**config.mk**
```make
export PLATFORM = sky130hd
export DESIGN_NAME = reorder_buffer
export DESIGN_NICKNAME = d
export VERILOG_FILES = /design/src/rtl/rob_pkg.sv /design/src/rtl/rob_ptr.sv /design/src/rtl/reorder_buffer.sv
export SDC_FILE = /design/constraint.sdc
export NUM_CORES = 1
export LEC_CHECK = 0
export ABC_AREA = 1
export CORE_MARGIN = 2
export CORE_UTILIZATION = 45
export DETAILED_ROUTE_END_ITERATION = 7
export PLACE_DENSITY = 0.62
export SYNTH_ARGS = -nofsm -noshare
export SYNTH_HDL_FRONTEND = slang
export SYNTH_SLANG_ARGS = --single-unit
```
**constraint.sdc**
```tcl
create_clock -name clk -period 6.75 [get_ports clk]
set_input_delay 1.35 -clock clk [delete_from_list [all_inputs] [get_ports clk]]
set_output_delay 1.35 -clock clk [all_outputs]
set_load 0.02 [all_outputs]
```
**src/rtl/rob_pkg.sv**
```systemverilog
// Shared definitions for the reorder buffer: default widths and the opcode set
// carried through each entry.
package rob_pkg;

  localparam int ROB_DEPTH  = 8;
  localparam int ROB_DATA_W = 8;
  localparam int ROB_REG_W  = 4;
  localparam int ROB_OPC_W  = 4;

  typedef enum logic [ROB_OPC_W-1:0] {
    SUB   = 4'b0000,
    ADD   = 4'b0001,
    MUL   = 4'b0010,
    DIV   = 4'b0011,
    STORE = 4'b0100,
    LOAD  = 4'b0101
  } rob_opcode_e;

endpackage

```
**src/rtl/rob_ptr.sv**
```systemverilog
// Wrapping pointer for the reorder buffer: clears to zero, or advances by one
// modulo 2**W (W = TAG_W, so the wrap falls at DEPTH).
module rob_ptr #(
  parameter int W = 3
) (
  input  logic         clk,
  input  logic         rst,
  input  logic         clr,
  input  logic         inc,
  output logic [W-1:0] ptr
);

  always_ff @(posedge clk) begin
    if (rst || clr) begin
      ptr <= '0;
    end else if (inc) begin
      ptr <= ptr + W'(1);
    end
  end

endmodule

```
**src/rtl/reorder_buffer.sv**
```systemverilog
// In-order retirement buffer: entries are allocated at tail, completed by
// result broadcasts, and retired from head once their result is ready.
module reorder_buffer
  import rob_pkg::*;
#(
  parameter  int DEPTH  = ROB_DEPTH,
  parameter  int DATA_W = ROB_DATA_W,
  parameter  int REG_W  = ROB_REG_W,
  parameter  int OPC_W  = ROB_OPC_W,
  localparam int TAG_W  = $clog2(DEPTH)
) (
  input  logic              clk,
  input  logic              rst,
  input  logic              alloc_valid,
  output logic              alloc_ready,
  input  logic [OPC_W-1:0]  alloc_opcode,
  input  logic [REG_W-1:0]  alloc_dest,
  output logic [TAG_W-1:0]  alloc_tag,
  input  logic              wb_valid,
  input  logic [TAG_W-1:0]  wb_tag,
  input  logic [DATA_W-1:0] wb_value,
  input  logic [TAG_W-1:0]  rd_tag,
  output logic              rd_ready,
  output logic [DATA_W-1:0] rd_value,
  output logic              cm_valid,
  input  logic              cm_ready,
  output logic [OPC_W-1:0]  cm_opcode,
  output logic [REG_W-1:0]  cm_dest,
  output logic [DATA_W-1:0] cm_value,
  input  logic              flush,
  output logic [TAG_W:0]    count,
  output logic              empty
);

  localparam logic [TAG_W:0] FULL_CNT = (TAG_W+1)'(DEPTH);

  logic [DEPTH-1:0]  busy_q;
  logic [DEPTH-1:0]  ready_q;
  logic [OPC_W-1:0]  opc_q   [DEPTH];
  logic [REG_W-1:0]  dest_q  [DEPTH];
  logic [DATA_W-1:0] value_q [DEPTH];

  logic [TAG_W-1:0] head;
  logic [TAG_W-1:0] tail;
  logic             do_alloc;
  logic             do_commit;
  logic             wb_hit;

  // Handshakes: alloc and commit each transfer on a rising edge where
  // valid && ready; alloc_ready and cm_valid come from registered state only,
  // so a same-cycle commit never opens a slot for a same-cycle allocation.
  assign alloc_ready = (count < FULL_CNT);
  assign alloc_tag   = tail;
  assign cm_valid    = busy_q[head] && ready_q[head];
  assign cm_opcode   = opc_q[head];
  assign cm_dest     = dest_q[head];
  assign cm_value    = value_q[head];
  assign empty       = (count == '0);

  assign do_alloc  = alloc_valid && alloc_ready && !flush;
  assign do_commit = cm_valid && cm_ready && !flush;
  assign wb_hit    = wb_valid && busy_q[wb_tag] && !flush;

  rob_ptr #(.W(TAG_W)) u_head (
    .clk (clk),
    .rst (rst),
    .clr (flush),
    .inc (do_commit),
    .ptr (head)
  );

  rob_ptr #(.W(TAG_W)) u_tail (
    .clk (clk),
    .rst (rst),
    .clr (flush),
    .inc (do_alloc),
    .ptr (tail)
  );

  // Later assignments win: commit clears after a writeback to head, and an
  // allocation overrides anything aimed at a free tail slot.
  always_ff @(posedge clk) begin
    if (rst) begin
      busy_q  <= '0;
      ready_q <= '0;
      for (int i = 0; i < DEPTH; i++) begin
        opc_q[i]   <= '0;
        dest_q[i]  <= '0;
        value_q[i] <= '0;
      end
    end else if (flush) begin
      busy_q  <= '0;
      ready_q <= '0;
    end else begin
      if (wb_hit) begin
        ready_q[wb_tag] <= 1'b1;
        value_q[wb_tag] <= wb_value;
      end
      if (do_commit) begin
        busy_q[head]  <= 1'b0;
        ready_q[head] <= 1'b0;
      end
      if (do_alloc) begin
        busy_q[tail]  <= 1'b1;
        ready_q[tail] <= 1'b0;
        opc_q[tail]   <= alloc_opcode;
        dest_q[tail]  <= alloc_dest;
      end
    end
  end

  always_ff @(posedge clk) begin
    if (rst || flush) begin
      count <= '0;
    end else begin
      case ({do_alloc, do_commit})
        2'b10:   count <= count + (TAG_W+1)'(1);
        2'b01:   count <= count - (TAG_W+1)'(1);
        default: count <= count;
      endcase
    end
  end

  // Operand lookup sees a result on the bus in the same cycle it is broadcast.
  always_comb begin
    rd_ready = busy_q[rd_tag] && ready_q[rd_tag];
    rd_value = value_q[rd_tag];
    if (wb_valid && (wb_tag == rd_tag)) begin
      rd_ready = 1'b1;
      rd_value = wb_value;
    end
  end

endmodule

```
==> reports/results.tsv, run 1 <==
metric	value	unit
CTS tree	done	
Yosys reg bits	157	
CP Max Fanout	17	
main area contributors after synthesis	edfxtp_1 48%, nor2_1 11%, dfxtp_1 7.2%	
Worst Path Required	5400	ps
cts bufs inserted	17	
hold bufs inserted after CTS	0	
leakage power	0.003638	uW
Setup crit start kind	input pin	
ANT nets after route	0	
Final Wtd Congestion	0.8379	
Yosys top cell area share	47.80	%
Synth warnings	0	
Max Cap Viol	0	
share of layout cells above drive strength 1	4.536	%
maximum clock rate	187.8	MHz
Rows	48	
dpl hpwl	14610	um
DRC	0	
fin cells	1217	
worst-margin pin slew	913.8	ps
WL final	21710	um
ANT cells	0	
DP Cell Count	1185	
io pins	63	
max-slew violations	0	
vias in the first global route	6169	
Cells after Synth	943	
First-pass DRT Iterations	6	
WP data arrival	3980	ps
Slew headroom	38.86	%
Fin. Hold Viols	0	
post-CTS sizing	0	
CTS clk-pin slew, worst paths	60	ps
Top delay family on crit path	buffers and inverters	
Post-synth EDFFs	128	
largest net degree at the start of global routing	74	
vias per cell	5.544	
Die Height	137.7	um
vias	6747	
setup TNS	0	ps
DIE WIDTH	137.7	um
post-synthesis async set-or-reset flop share	0	%
die area	0.01896	mm^2
clock sinks	157	
syn nets	976	
slowest CP cell	clkdlybuf4s50_1	
Core Region	0.01736	mm^2
first-pass GRT wire length	33950	um
HP Class	flop to flop	
Worst Clk Skew	6.342	ps
top cells by count, synth	226 x nor2_1, 128 x edfxtp_1, 121 x nand2_1	
ys flop type	edfxtp_1	
critical path type	input pin to primary output	
CP bufs+invs	3	
# fillers	1622	
Starting Density	46.33	%
setup repair bufs after CTS	0	
drt wl/cell	17.84	um
critical-path cell list	clkdlybuf4s50_1 > inv_1 > o22ai_1 > a21oi_1 > nand3_1 > o21ai_0 > clkdlybuf4s50_1	
status	completed	
final setup fails	0	
Cell Area, Synth	0.008041	mm^2
area leader, netlist	edfxtp_1	
area grow syn2layout	15.67	%
# port buffers	62	
peak supply drop	0.1868	mV
DR iter-0 viols	653	
Syn Area/Cell	8.528	um^2
initial antenna violation count	0	
most frequent CP cell	clkdlybuf4s50_1	
Crit. End Element	primary output	
RSZ-0062 raised after global routing	no	
Clock Path Buffers	2	
global route overflow	0	
Root Driver	clkbuf_16	
Distinct cells, synth	29	
Period minus WS final	5325	ps
count leader, synth	nor2_1	
crit share post-route	78.89	%
All-Layer GR Usage	23.92	%
Seq/Total Area, Yosys	55.02	%
max incr delay on CP	640	ps
clk_lat worst skew	430	ps
Pwr Density	230.7	mW/mm^2
H-Tree Depth	4	
nets	1012	
## placed cells by master (no fill, tap or decap), drive strengths merged, types with 15 or more instances in the layout
master	count
a21oi	53
a31oi	24
clkbuf	20
clkdlybuf4s50	61
clkinv	17
dfxtp	29
edfxtp	128
inv	71
nand2	131
nand3	38
nor2	227
nor3	15
o211ai	25
o21ai	109
## state kept, by name, indices dropped and copies added (netlist names), named ones only
signal,cells
busy_q,8
value_q,64
opc_q,32
u_tail.ptr,3
count,4
dest_q,32
ready_q,8
u_head.ptr,3
## worst register-to-register path, cell delays in order, from the launching register on
cell      delay (ps)
dfxtp_1          710
clkinv_1         470
nand2_1          140
nand3_1           90
nand2_1           80
nand2_1           40
nand2_1          280
nand3_1          210
inv_1            180
ha_1             280
xor2_1           260
nand3_1          110
nand2_1           80
xor2_1           160
nand2_1           70
a21oi_1          120
## stage by stage
stage | utilization (%) | hold slack, ps | power [uW] | setup WS [ps] | cell area, um^2
finish | 53.59 | 467.8 | 2146 | 1425 | 9301
global route | 53.59 | 501.4 | 2214 | 1083 | 9301
CTS | 53.59 | 471.3 | 2156 | 1406 | 9301
detailed placement | 50.50 | 462.2 | 1278 | 1405 | 8766
global placement | 50.50 | 455.2 | 1276 | 1417 | 8766
floorplan | - | 441.1 | 1202 | 2740 | 8041
## cell type report
cell class | count | area, um^2 | area share (%)
Clock inverter | 12 | 98.84 | 1.063
Sequential cell | 157 | 4425 | 47.58
Clock buffer | 20 | 436.7 | 4.695
Multi-Input combinational cell | 656 | 3109 | 33.43
Timing Repair Buffer | 66 | 645.6 | 6.941
Tap cell | 225 | 281.5 | 3.027
Inverter | 81 | 304.0 | 3.269
## cell families after synthesis
family                     synth area share, %
adders and majority gates               0.7780
DFF                                      55.02
and+or+nand+nor                          21.94
buffers and inverters                    6.317
xor gates and xnor gates                0.7624
AOI/OAI and AO/OA                        15.19
## power breakdown
| part | switching [uW] | internal (uW) | total, uW |
|---|---|---|---|
| logic | 115 | 59.9 | 175 |
| clock network | 387 | 502 | 889 |
| registers | 9.92 | 1070 | 1080 |
| total | 512 | 1630 | 2150 |
## metal layers
metal / up-vias / GRT usage, % / wire length, um
met4: 0 / 7.732 / 361
met5: - / 0 / 0
met3: 27 / 5.740 / 1744
met1: 3157 / 34.24 / 9886
met2: 276 / 35.82 / 9718
li1: 3287 / - / -
## path summary, 6_finish.rpt
kind | from | end | slack (ps) | cells after the start
worst min-delay path | busy_q[4] | busy_q[4] | 470 | 2
worst max register to register | u_head.ptr[0] | count[3] | 3390 | 15
worst min register to register | busy_q[4] | busy_q[4] | 470 | 2
worst max-delay path | wb_tag[0] | rd_value[2] | 1420 | 7
No activity file was read; power rests on OpenSTA's default activity.
==> run 2, diff against run 1 <==
- clock period: 6.75 -> 5.16 ns (I/O delays scaled with it)
==> run 2 against run 1 <==
  * Total power increased by 31%
  * Routed wire length fell by 1.1%
  * Sequential cell count is the same
  * Sequential power up 31%
  * Non-clock buffer count up 3
  * Worst hold slack better by 3.8 ps
  * Register-to-register slack worse by 1600 ps
  * Count of clock-buffer cells in the layout up 5
  * Clock skew up 3.0 ps
  * Via count is 0.70% higher
  * Critical endpoint is now rd_value[5]
  * Highest routed layer unchanged
==> reports/results.tsv, run 2 (synthesis gave the netlist of run 1 again) <==
metric	value	unit	change
Most Crowded Layer GR	met2		unchanged
setup repair bufs after CTS	0		unchanged
Finished Cell Area	0.009335	mm^2	was 0.009301 mm^2
Worst Path Required	4130	ps	was 5400 ps
max incr delay on CP	720	ps	was 640 ps
Top delay family on crit path	buffers and inverters		unchanged
io pins	63		unchanged
status	completed		unchanged
Top Registers	value_q x64, dest_q x32, opc_q x32		unchanged
Starting Density	46.33	%	unchanged
H-Tree Depth	4		unchanged
drt wl/cell	17.60	um	was 17.84 um
Worst Clk Skew	9.294	ps	was 6.342 ps
most frequent CP cell	clkdlybuf4s50_1		unchanged
DR iter-0 viols	815		was 653
Setup WS pre-CTS	791.4	ps	was 1405 ps
grt met2 use	35.79	%	was 35.82%
CP Max Fanout	17		unchanged
Crit. End Element	primary output		unchanged
Setup WS post-layout	765.4	ps	was 1425 ps
final setup fails	0		unchanged
RSZ-0062 raised after global routing	no		unchanged
Flop pwr share	50.4	%	about the same
CTS clk-pin slew, worst paths	60	ps	about the same
maximum clock rate	227.6	MHz	
critical path type	input pin to primary output		unchanged
share of layout cells above drive strength 1	4.824	%	was 4.536%
# fillers	1600		was 1622
area grow syn2layout	16.09	%	was 15.67%
hold bufs inserted after CTS	0		unchanged
grt met1 use	35.79	%	was 34.24%
grt met3 use	3.753	%	was 5.740%
largest net degree at the start of global routing	73		was 74
worst-margin pin slew	943.8	ps	was 913.8 ps
commonest non-fill, non-tap cells in the layout	226 x nor2_1, 128 x edfxtp_1, 121 x nand2_1		unchanged
Comb power frac	8.2	%	was 8.1%
Max Cap Viol	0		unchanged
hold_sp	busy_q[4]		unchanged
max-slew violations	0		unchanged
critical-path cell list	clkdlybuf4s50_1 > inv_1 > o22ai_1 > a21oi_1 > nand3_1 > buf_4 > o211ai_1 > o21ai_0 > clkdlybuf4s50_1		was clkdlybuf4s50_1 > inv_1 > o22ai_1 > a21oi_1 > nand3_1 > o21ai_0 > clkdlybuf4s50_1
CTS tree	done		unchanged
post-CTS sizing	0		unchanged
First-pass DRT Iterations	5		was 6
clock group share of total power	41.4	%	about the same
placed cell areas	0.008788	mm^2	was 0.008766 mm^2
DIE WIDTH	137.7	um	unchanged
ANT cells	0		unchanged
Clock Path Buffers	2		unchanged
initial antenna violation count	0		unchanged
most common cell after layout, fill and taps aside	nor2_1		unchanged
Die Height	137.7	um	unchanged
All-Layer GR Usage	23.88	%	was 23.92%
NetSw	648.5	uW	was 511.6 uW
Multi-input gate area	0.003109	mm^2	unchanged
fin cells	1220		was 1217
Pwr Density	301.2	mW/mm^2	was 230.7 mW/mm^2
Setup crit start kind	input pin		unchanged
FF+latch area	0.004425	mm^2	unchanged
dpl hpwl	14650	um	was 14610 um
WL final	21470	um	was 21710 um
clk_lat worst skew	430	ps	about the same
crit share post-route	85.17	%	
Root Driver	clkbuf_16		unchanged
vias	6794		was 6747
total power	2812	uW	was 2146 uW
Final Wtd Congestion	0.8707		was 0.8379
cts bufs inserted	17		unchanged
Slew headroom	37.01	%	was 38.86%
Fin. Hold Viols	0		unchanged
DRC	0		unchanged
setup TNS	0	ps	unchanged
leakage power	0.003669	uW	was 0.003638 uW
worst reg2reg startpoint	u_head.ptr[0]		unchanged
Period minus WS final	4395	ps	
Rows	48		unchanged
vias per cell	5.569		was 5.544
Internal	2164	uW	was 1634 uW
ANT nets after route	0		unchanged
Setup crit start	wb_tag[0]		unchanged
WP data arrival	3360	ps	was 3980 ps
Most flops, register	value_q		unchanged
vias in the first global route	6118		was 6169
Core Region	0.01736	mm^2	unchanged
CP bufs+invs	4		was 3
first-pass GRT wire length	34000	um	was 33950 um
global route overflow	0		unchanged
die area	0.01896	mm^2	unchanged
slowest CP cell	clkdlybuf4s50_1		unchanged
nets	1015		was 1012
DP Cell Count	1188		was 1185
Largest register FFs	64		unchanged
peak supply drop	0.2264	mV	was 0.1868 mV
HP Class	flop to flop		unchanged
clock sinks	157		unchanged
sw frac	23.06	%	was 23.84%
# port buffers	62		unchanged
run 2: cell types whose count changed in the layout (fill, tap and decap cells not counted), sizes merged:
cell	previous run	this run
clkinvlp	4	2
clkinv	17	15
clkbuf	20	25
bufinv	1	0
buf	5	8
run 2: per-layer routing:
layer | vias to the layer above | share of wire [%]
met1 | 3204 | 46
met5 | - | 0
met4 | 0 | 1.1
met3 | 22 | 7.4
met2 | 274 | 45
li1 | 3294 | -
run 2: final timing paths:
kind,slack (ps),depth (start not counted),endpoint
worst min-delay path,470,2,busy_q[4]
worst max register to register,1800,14,count[2]
worst max-delay path,770,9,rd_value[5]
worst min register to register,470,2,busy_q[4]
run 2: metrics by stage:
step                hold WS, ps  util (%)
finish                    471.6     53.78
global route              501.3     53.78
CTS                       471.7     53.78
detailed placement        462.6     50.63
global placement          451.5     50.63
floorplan                 441.1         -
run 2: power groups by stage:
| stage | clock network (uW) | logic (uW) | registers [uW] |
|---|---|---|---|
| floorplan | 0 | 132 | 1440 |
| global placement | 0 | 229 | 1440 |
| detailed placement | 0 | 229 | 1440 |
| CTS | 1180 | 230 | 1420 |
| global route | 1220 | 252 | 1420 |
| finish | 1170 | 229 | 1420 |
run 2: area by class of cell:
type	count	area share (%)
clock buffer	25	5.442
clock inverter	7	0.4155
inverter	81	3.257
multi-input combinational	656	33.31
sequential	157	47.41
tap	225	3.016
timing repair buffer	69	7.157
run 2: worst reg2reg max path: stages, from the launching register on:
cell and delay (ps):
dfxtp_1 700, clkinv_1 480, nand2_1 170, nand3_1 80
nand2_1 70, nand2_1 40, nand2_1 290, nand3_1 210
inv_1 190, ha_1 280, xor2_1 120, ha_1 190
a21oi_1 160, xor2_1 180, a21oi_1 80
==> run 3, diff against run 2 <==
- CELL_PAD_IN_SITES_DETAIL_PLACEMENT: default -> 0
- CELL_PAD_IN_SITES_GLOBAL_PLACEMENT: default -> 1
- PLACE_DENSITY: 0.62 -> 0.79
==> run 3 against run 2 <==
  * First-iteration DRC count increased by 3.7%
  * Cell count barely moved
  * Worst hold slack gained 3.7 ps
  * Critical endpoint is now rd_value[4]
==> reports/results.tsv, run 3 (synthesis gave the netlist of run 1 again) <==
metric	value	unit	change
final hold slack	475.3	ps	was 471.6 ps
fin cells	1221		was 1220
WP data arrival	3420	ps	was 3360 ps
area grow syn2layout	16.66	%	was 16.09%
worst reg2reg startpoint	u_head.ptr[0]		unchanged
critical-path cell list	clkdlybuf4s50_1 > o22ai_1 > a21oi_1 > nand3_1 > buf_4 > o21ai_0 > clkdlybuf4s50_1		was clkdlybuf4s50_1 > inv_1 > o22ai_1 > a21oi_1 > nand3_1 > buf_4 > o211ai_1 > o21ai_0 > clkdlybuf4s50_1
critical path type	input pin to primary output		unchanged
First-pass DRT Iterations	5		unchanged
Top Registers	value_q x64, dest_q x32, opc_q x32		unchanged
clk_lat worst skew	430	ps	about the same
maximum clock rate	224.5	MHz	was 227.6 MHz
setup TNS	0	ps	unchanged
H-Tree Depth	4		unchanged
ANT cells	0		unchanged
# port buffers	62		unchanged
cells on worst reg2reg path	15		was 14
most frequent CP cell	clkdlybuf4s50_1		unchanged
Starting Density	46.33	%	unchanged
leakage power	0.003688	uW	was 0.003669 uW
Clock Path Buffers	2		unchanged
Rows	48		unchanged
Final Wtd Congestion	0.8517		was 0.8707
vias	6804		was 6794
drt wl/cell	18.96	um	was 17.60 um
setup repair bufs after CTS	0		unchanged
crit share post-route	86.31	%	was 85.17%
DR iter-0 viols	845		was 815
Largest register FFs	64		unchanged
DP Cell Count	1189		was 1188
post-CTS sizing	0		unchanged
CTS tree	done		unchanged
share of layout cells above drive strength 1	5.020	%	was 4.824%
cts bufs inserted	17		unchanged
CP Max Fanout	11		was 17
vias per cell	5.572		was 5.569
Most flops, register	value_q		unchanged
RSZ-0062 raised after global routing	no		unchanged
DIE WIDTH	137.7	um	unchanged
DRC	0		unchanged
# fillers	1625		was 1600
io pins	63		unchanged
dpl hpwl	15180	um	was 14650 um
Crit. End Element	primary output		unchanged
max incr delay on CP	670	ps	was 720 ps
final setup fails	0		unchanged
peak supply drop	0.2269	mV	was 0.2264 mV
Slew headroom	26.86	%	was 37.01%
Die Height	137.7	um	unchanged
Setup crit start kind	input pin		unchanged
Critical R2R Capture	count[3]		was count[2]
worst-margin pin slew	1096	ps	was 943.8 ps
Period minus WS final	4454	ps	was 4395 ps
most common cell after layout, fill and taps aside	nor2_1		unchanged
R2R setup slack	1830	ps	was 1800 ps
Setup crit start	wb_tag[1]		was wb_tag[0]
All-Layer GR Usage	25.45	%	was 23.88%
ANT nets after route	0		unchanged
Worst Path Required	4130	ps	about the same
Pwr Density	311.4	mW/mm^2	was 301.2 mW/mm^2
commonest non-fill, non-tap cells in the layout	226 x nor2_1, 128 x edfxtp_1, 121 x nand2_1		unchanged
die area	0.01896	mm^2	unchanged
initial antenna violation count	0		unchanged
Root Driver	clkbuf_16		unchanged
Critical path destination	rd_value[4]		was rd_value[5]
Max Cap Viol	0		unchanged
CTS clk-pin slew, worst paths	60	ps	about the same
max-slew violations	0		unchanged
vias in the first global route	6143		was 6118
nets	1016		was 1015
slowest CP cell	clkdlybuf4s50_1		unchanged
WL final	23160	um	was 21470 um
total power	2921	uW	was 2812 uW
Core Region	0.01736	mm^2	unchanged
status	completed		unchanged
largest net degree at the start of global routing	73		unchanged
Fin. Hold Viols	0		unchanged
clock sinks	157		unchanged
first-pass GRT wire length	35270	um	was 34000 um
global route overflow	0		unchanged
HP Class	flop to flop		unchanged
Worst Clk Skew	9.187	ps	was 9.294 ps
hold bufs inserted after CTS	0		unchanged
-- run 3: power breakdown --
group / switching, uW / internal [uW] / leakage (uW) / total (uW)
clock: 506 / 762 / 0.000279 / 1270
combinational: 156 / 80.3 / 0.00184 / 236
sequential: 13.2 / 1400 / 0.00157 / 1420
-- run 3: worst max-delay path, delay by kind of cell --
| family | cells | cell delay (ps) |
|---|---|---|
| buffers and inverters | 3 | 1610 |
| AO/OA/AOI/OAI | 3 | 460 |
| AND/OR/NAND/NOR | 1 | 320 |
-- run 3: worst min-delay path by stage --
stage	start	end	slack [ps]	cells past startpoint
2_1_floorplan	busy_q[4]	busy_q[4]	440	2
3_3_place_gp	busy_q[4]	busy_q[4]	450	2
3_5_place_dp	busy_q[4]	busy_q[4]	470	2
4_1_cts	busy_q[4]	busy_q[4]	480	2
5_1_grt	ready_q[4]	ready_q[4]	500	2
6_report	busy_q[4]	busy_q[4]	480	2
-- run 3: cell type report --
class                      instances  area [um^2]  share of cell area, %
multi-input combinational        656         3109                  33.14
timing repair buffer              70        675.6                  7.202
clock buffer                      22        444.2                  4.735
inverter                          81        304.0                  3.241
clock inverter                    10        141.4                  1.507
sequential                       157         4425                  47.17
tap                              225        281.5                  3.001
-- run 3: through the flow --
stage          cell area, um^2  setup slack, ps  utilization [%]
4_1_cts                   9382            712.3            54.05
3_5_place_dp              8796            719.9            50.68
3_3_place_gp              8796            750.4            50.68
2_1_floorplan             8041             1786                -
5_1_grt                   9382            576.9            54.05
6_report                  9382            706.3            54.05
-- run 3: routing by layer --
layer | global-route usage, % | share of wire, % | vias up
li1 | - | - | 3295
met3 | 4.378 | 7.1 | 23
met5 | 0 | 0 | -
met2 | 37.40 | 45 | 269
met4 | 7.503 | 1.5 | 0
met1 | 38.44 | 47 | 3217
